**src/rtl/frequency_generator_if.sv**
```systemverilog
// Bus between a frequency_generator and whatever programs and observes it.
// The master side programs the rate; the slave side (the generator) drives the outputs.
interface frequency_generator_if;
  logic [6:0] freq;
  logic       freq_load;
  logic       signal;
  logic       window_start;
  logic [6:0] active_freq;

  modport master (
    output freq,
    output freq_load,
    input  signal,
    input  window_start,
    input  active_freq
  );

  modport slave (
    input  freq,
    input  freq_load,
    output signal,
    output window_start,
    output active_freq
  );
endinterface

```
**src/rtl/frequency_generator.sv**
```systemverilog
// Test-signal source for the frequency counter: emits exactly N rising edges per
// UPDATE_PERIOD-cycle window, evenly spread by a Bresenham accumulator.
// N is reloaded from the pending register only at window cycle 0.
// As a result, a rate change never produces a partial window.
module frequency_generator #(
  parameter int unsigned UPDATE_PERIOD = 12000,
  parameter int unsigned BITS          = 14,
  parameter int unsigned PULSE_WIDTH   = 4
) (
  input logic                  clk,
  input logic                  reset,
  frequency_generator_if.slave bus
);

  localparam int unsigned PwBits = $clog2(PULSE_WIDTH + 1);
  localparam logic [BITS-1:0]   PeriodVal = BITS'(UPDATE_PERIOD);
  localparam logic [BITS-1:0]   PeriodM1  = BITS'(UPDATE_PERIOD - 1);
  localparam logic [PwBits-1:0] PwVal     = PwBits'(PULSE_WIDTH);
  localparam logic [6:0]        FreqMax   = 7'd99;

  logic [BITS-1:0]   win_cnt_q;
  logic [BITS-1:0]   acc_q;
  logic [6:0]        pending_q;
  logic [6:0]        active_freq_q;
  logic [PwBits-1:0] pulse_cnt_q;
  logic              signal_q;
  logic              window_start_q;

  logic              win_start;
  logic [6:0]        freq_clamped;
  logic [6:0]        n_eff;
  logic [BITS-1:0]   acc_base;
  logic [BITS-1:0]   sum;
  logic              event_hit;
  logic [BITS-1:0]   acc_d;

  // Accumulator step; at window cycle 0 the new N and the P-1 base are used directly,
  // which places the first event at cycle 0 whenever N >= 1.
  always_comb begin
    win_start    = (win_cnt_q == '0);
    freq_clamped = (bus.freq > FreqMax) ? FreqMax : bus.freq;
    n_eff        = win_start ? pending_q : active_freq_q;
    acc_base     = win_start ? PeriodM1 : acc_q;
    sum          = acc_base + BITS'(n_eff);
    event_hit    = (sum >= PeriodVal);
    acc_d        = event_hit ? (sum - PeriodVal) : sum;
  end

  // Window counter, rate registers, accumulator and pulse shaper.
  always_ff @(posedge clk) begin
    if (reset) begin
      win_cnt_q      <= '0;
      acc_q          <= '0;
      pending_q      <= '0;
      active_freq_q  <= '0;
      pulse_cnt_q    <= '0;
      signal_q       <= 1'b0;
      window_start_q <= 1'b0;
    end else begin
      win_cnt_q      <= (win_cnt_q == PeriodM1) ? '0 : win_cnt_q + BITS'(1);
      window_start_q <= win_start;
      if (win_start) begin
        active_freq_q <= pending_q;
      end
      // A load in cycle 0 lands after N has already sampled pending, so it waits a window.
      if (bus.freq_load) begin
        pending_q <= freq_clamped;
      end
      acc_q    <= acc_d;
      // signal follows the counter one cycle late: high for exactly PULSE_WIDTH cycles.
      signal_q <= (pulse_cnt_q != '0);
      if (event_hit) begin
        pulse_cnt_q <= PwVal;
      end else if (pulse_cnt_q != '0) begin
        pulse_cnt_q <= pulse_cnt_q - PwBits'(1);
      end
    end
  end

  assign bus.signal       = signal_q;
  assign bus.window_start = window_start_q;
  assign bus.active_freq  = active_freq_q;

endmodule

```
**src/flat_wrapper.sv**
```systemverilog
// flat-port wrapper written by rule: the top's interface ports become plain ports
module frequency_generator_flat 
#(
  parameter int unsigned UPDATE_PERIOD = 12000,
  parameter int unsigned BITS          = 14,
  parameter int unsigned PULSE_WIDTH   = 4
)
  (clk, reset, bus_freq, bus_freq_load, bus_signal, bus_window_start, bus_active_freq);
  frequency_generator_if bus_i ();
  input logic clk;
  input logic reset;
  input wire logic [$bits(bus_i.freq)-1:0] bus_freq;
  input wire logic [$bits(bus_i.freq_load)-1:0] bus_freq_load;
  output wire logic [$bits(bus_i.signal)-1:0] bus_signal;
  output wire logic [$bits(bus_i.window_start)-1:0] bus_window_start;
  output wire logic [$bits(bus_i.active_freq)-1:0] bus_active_freq;
  assign bus_i.freq = bus_freq;
  assign bus_i.freq_load = bus_freq_load;
  assign bus_signal = bus_i.signal;
  assign bus_window_start = bus_i.window_start;
  assign bus_active_freq = bus_i.active_freq;
  frequency_generator #(.UPDATE_PERIOD(UPDATE_PERIOD), .BITS(BITS), .PULSE_WIDTH(PULSE_WIDTH)) u_core (.clk(clk), .reset(reset), .bus(bus_i));
endmodule
```
**config.mk**
```make
export PLATFORM = sky130hd
export DESIGN_NAME = frequency_generator_flat
export DESIGN_NICKNAME = d
export VERILOG_FILES = /design/src/rtl/frequency_generator_if.sv /design/src/rtl/frequency_generator.sv /design/src/flat_wrapper.sv
export SDC_FILE = /design/constraint.sdc
export NUM_CORES = 1
export LEC_CHECK = 0
export BUFFER_PORTS_ARGS = -buffer_cell sky130_fd_sc_hd__buf_2
export CORE_ASPECT_RATIO = 1.2
export CORE_MARGIN = 4
export CORE_UTILIZATION = 60
export CTS_BUF_LIST = sky130_fd_sc_hd__clkbuf_16
export CTS_CLUSTER_DIAMETER = 40
export DETAILED_ROUTE_END_ITERATION = 7
export PLACE_DENSITY = 0.79
export RECOVER_POWER = 50
export SLEW_MARGIN = 20
export SYNTH_ARGS = -nofsm -noshare
export SYNTH_HDL_FRONTEND = slang
export SYNTH_SLANG_ARGS = --single-unit
```
**constraint.sdc**
```tcl
create_clock -name clk -period 5.3 [get_ports clk]
set_input_delay 0.265 -clock clk [delete_from_list [all_inputs] [get_ports clk]]
set_output_delay 0.265 -clock clk [all_outputs]
set_load 0.03 [all_outputs]
```
After elaboration in Yosys (flattened, before gate mapping)
Cells that the tools add are included.
{ "totals": {"regBits": 47, "latchBits": 0, "ramBits": 0, "rom_bits": 0, "in_bits": 10, "word_cells": 26, "n_memories": 0} }
{ "classes": {"add_sub_neg": 4, "multipliers": 0, "n_div": 0, "order_cmp": 2, "eq_ne": 1, "shifts": 0, "n_mux": 6, "n_bitwise": 0, "reduce_logical": 5} }
{ "op_table": {"columns": ["cell", "n"], "rows": [
  ["$mux 14", 2],
  ["$add 14x1->14 const B", 1],
  ["$add 14x7->14", 1],
  ["$eq 14x14->1 const B", 1],
  ["$ge 14x14->1 const B", 1],
  ["$logic_not 14->1", 1],
  ["$mux 7", 2],
  ["$sub 14x14->14 const B", 1],
  ["$gt 7x7->1 const B", 1],
  ["$mux 3", 2],
  ["$reduce_or 2->1", 2],
  ["$reduce_bool 3->1", 1],
  ["$sub 3x1->3 const B", 1],
  ["$reduce_bool 2->1", 1]
]} }

Depth between registers and ports, before layout
{ "logic_depth": {"word_depth": 5, "depth_mapped": 20, "mapped_depth_nobuf": 19} }

Worst setup path before layout
Ideal clock, no wire load.
{ "synth_timing": {"path_kind": "register -> register", "startpoint": "register u_core.win_cnt_q[0]", "endpoint": "register u_core.acc_q[11]", "setup_time_ns": 0.070, "arrival_time_ns": 3.943, "slack_ns": 1.287, "path_stages_with_launch": 19, "n_path_buf": 2, "period_less_slack_ns": 4.013, "cell_sequence": "dfxtp_1 inv_1 ha_1 nor4b_2 nand4_1 buf_6 clkbuf_1 mux2i_1 inv_1 ha_1 a211oi_2 o21ai_0 xor2_1 ha_1 o21ai_0 a21oi_2 nand2_1 or4_1 a21oi_1"} }
{ "synth_between": {"elab_chain_len": 5, "word_cells_on_any_way": 7} }
{ "synth_rtl": {"columns": ["item", "line", "rtl"], "rows": [
  ["from (decl)", "frequency_generator.sv:21", "logic [BITS-1:0] win_cnt_q;"],
  ["from (signal assigned)", "frequency_generator.sv:60", "win_cnt_q <= (win_cnt_q == PeriodM1) ? '0 : win_cnt_q + BITS'(1);"],
  ["$logic_not 14->1 *", "frequency_generator.sv:40", "win_start = (win_cnt_q == '0);"],
  ["$mux 7 *", "frequency_generator.sv:42", "n_eff = win_start ? pending_q : active_freq_q;"],
  ["net u_core.n_eff[1]", "frequency_generator.sv:31", "logic [6:0] n_eff;"],
  ["$add 14x7->14 *", "frequency_generator.sv:44", "sum = acc_base + BITS'(n_eff);"],
  ["$sub 14x14->14 / $ge 14x14->1 (equally long branches)", "frequency_generator.sv:46, frequency_generator.sv:45", null],
  ["$mux 14 *", "frequency_generator.sv:46", "acc_d = event_hit ? (sum - PeriodVal) : sum;"],
  ["to (signal assigned)", "frequency_generator.sv:53", "acc_q <= '0;"],
  ["to (signal assigned)", "frequency_generator.sv:69", "acc_q <= acc_d;"],
  ["to (decl)", "frequency_generator.sv:22", "logic [BITS-1:0] acc_q;"]
]} }
Mark *: on every way through the listed nets, which the timed path passes. The rest lies on a longest branch.
A chain may end at the register's enable or synchronous reset.

Worst setup path after layout
Same ends and word-level chain as after synthesis.

==> impl_metrics.csv <==
group,metric,value,unit
grt,grt_pass1_vias,2126,
setup_path,cp_max_fo,8,
cts,cts_tree,"done",
cts,cts_resized,0,
setup_path,cp.arrival,4610,ps
route,num_vias,2167,
place,place_hpwl,4.02,mm
final_layout,stdcell_count,374,
setup_path,crit_chain,"inv_1, ha_1, nor4b_1, nand4_1, mux2i_1, inv_1, ha_1, a211oi_2, o21ai_0, xor2_1, ha_1, o21ai_0, a21oi_2, nand2_1, or4_1, a21oi_1",
timing,max_freq,0.227,GHz
setup_path,cp-start-kind,"register",
final_layout,final_util,0.675,
die,die_w,68.7,microns
place,dp_cells,366,
setup_path,path_buf_inv,2,
logic_synthesis,synthesis.yosys.warnings,0,
logic_synthesis,synth-async-reset-ratio,0,
logic_synthesis,syn_area_per_cell,8.87,sq um
die,core_area,4260,sq um
die,fp.dieArea,5550,sq um
place,place.gp.congestion,0.875,
die,start_util,0.622,
grt,antenna_found_initial,0,
logic_synthesis,ys.flop_type,"dfxtp_1",
grt,grt_max_degree,28,
route,drc,0,
die,ios,19,
place,io_buffer_count,18,
timing,setup_viol,0,
final_layout,areaGrowthSynthToFinish,8.49,%
route,wl_per_cell,14.8,microns
final_layout,insertedDiodeCount,0,
die,die_y,80.8,microns
route,route.met2.wl,2.80,mm
route,wl_met3,262,microns
route,drt_wl_total,5.55,mm
route,met1_length,2.39,mm
setup_path,endpoint_kind,"register",
cts,clkTransAtPathRegs,60,ps
setup_path,cp.required,5500,ps
grt,grt.overflow.total,0,
die,rows,26,
run,cap_violations,0,
cts,cts_setup_buffers,0,
logic_synthesis,synth_nets,323,
route,antenna_left,0,
final_layout,drive_gt1_frac,0.142,
setup_path,path_class,"register to register",
grt,grt_usage,0.216,
logic_synthesis,syn_inst,299,
logic_synthesis,ys_types,59,
logic_synthesis,yosys_register_bits,47,
worst_hold_path,hold_path.class,"input port to register",
grt,grt_pass1_wl,9.24,mm
cts,cts_buffers,5,
timing,drv_slew,0,
timing,fin_worst_skew,3.35,ps
logic_synthesis,ys_seq_area_frac,0.355,
route,vias_per_cell,5.79,
setup_path,critPathMostFrequentCell,"ha_1",
timing,setup_tns,0,ps
route,first_pass_iters,5,
route,top_layer_used,"met4",
final_layout,fin_nets,341,
final_layout,layout_commonest_cell,"dfxtp_1",
power_and_ir_drop,p_per_area,358,nW/um^2
cts,clock-sinks,47,
timing,finalHoldViolations,0,
timing,min_period_over_period,0.832,
timing,period_needed,4410,ps
route,drtIter0Drc,98,
cts,root_buffer,"clkbuf_16",
timing,holdWs,233,ps
cts,htreeDepth,2,
logic_synthesis,netlist_area,2650,sq um
timing,rsz0062_at_grt,"false",
setup_path,cp_top_family,"simple AND/OR/NAND/NOR gates",
cts,clk-insertion-delay-late,290,ps
cts,clockBufferDepth,2,
final_layout,stdcell_area,2880,sq um
setup_path,slowest_delay,440,ps
logic_synthesis,synth-edff-count,0,
timing,max-slew-margin-rel,0.182,
setup_path,crit_path_top_delay_cell,"nand4_1",
final_layout,layout_common_cells,"dfxtp_1 (47), nand2_1 (32), nor2_1 (30)",
place,place_area,2760,sq um
timing,tightest_slew,1230,ps
cts,postCtsHoldBufs,0,
power_and_ir_drop,leakage,1.12,nW
outcome,status,"finished, final reports clean",
power_and_ir_drop,ir_drop,0.246,mV
-- layout make-up --
type / instances / area (sq um)
Multi-Input combinational cell: 230 / 1590
Fill cell: 364 / 1380
Sequential cell: 47 / 941
Clock buffer: 5 / 125
Timing Repair Buffer: 20 / 88.8
Tap cell: 56 / 70.1
Inverter: 13 / 48.8
Clock inverter: 3 / 16.3
-- kinds of logic after synthesis --
kind of cell,synth area share
AO/OA/AOI/OAI,0.173
XOR/XNOR,0.0561
adder cells (fa/ha/maj),0.0689
buffers and inverters,0.0443
flip-flops,0.355
multiplexers,0.0193
AND/OR/NAND/NOR,0.284
-- report_power, final --
part | leakage (nW) | switching [mW] | internal (mW)
combinational | 0.666 | 0.194 | 0.125
clock | 0.0710 | 0.130 | 0.172
sequential | 0.386 | 0.0201 | 0.390
total | 1.12 | 0.343 | 0.688
-- per-stage QoR --
stage	worst slack, ps	power (mW)
global placement	1340	0.725
detailed placement	1130	0.735
floorplan	1290	0.676
finish	891	1.03
global route	470	1.09
CTS	1100	1.04
-- state kept, by name (all words and copies together) (netlist names) --
signal                   cells
u_core.bus.signal            1
u_core.pending_q             7
u_core.win_cnt_q            14
u_core.acc_q                14
u_core.bus.window_start      1
u_core.bus.active_freq       7
u_core.pulse_cnt_q           3
-- Yosys cell counts, drive strengths merged (6+ instances only) --
master  number  area share
nor4         6       0.024
a21oi       19       0.043
dfxtp       47        0.35
nor2        30       0.042
xnor2        6       0.020
ha          13       0.061
nor3        11       0.025
clkbuf       7       0.017
inv         13       0.018
nand3       10       0.019
nand4        6       0.014
nand2       33       0.048
and2        10       0.024
xor2        11       0.036
o21ai       12       0.024
nand2b       9       0.021
-- final timing paths --
kind / endpoint / slack [ps] / depth (start not counted) / startpoint
worst max register to register: u_core.acc_q[11] / 890 / 16 / u_core.win_cnt_q[0]
worst min register to register: u_core.pending_q[2] / 480 / 2 / u_core.pending_q[2]
worst max-delay path: u_core.acc_q[11] / 890 / 16 / u_core.win_cnt_q[0]
worst min-delay path: u_core.pending_q[5] / 230 / 3 / bus_freq[5]
-- tightest hold or removal path, stage by stage --
cell,delay (ps)
buf_2,90
mux2i_1,60
nor2_1,70
-- routing by layer --
metal / track usage / up-vias
li1: - / 1092
met1: 0.251 / 1017
met2: 0.375 / 49
met3: 0.0484 / 9
met4: 0.0877 / 0
met5: 0 / -
Note: power is estimated with default switching activity, not from simulation.
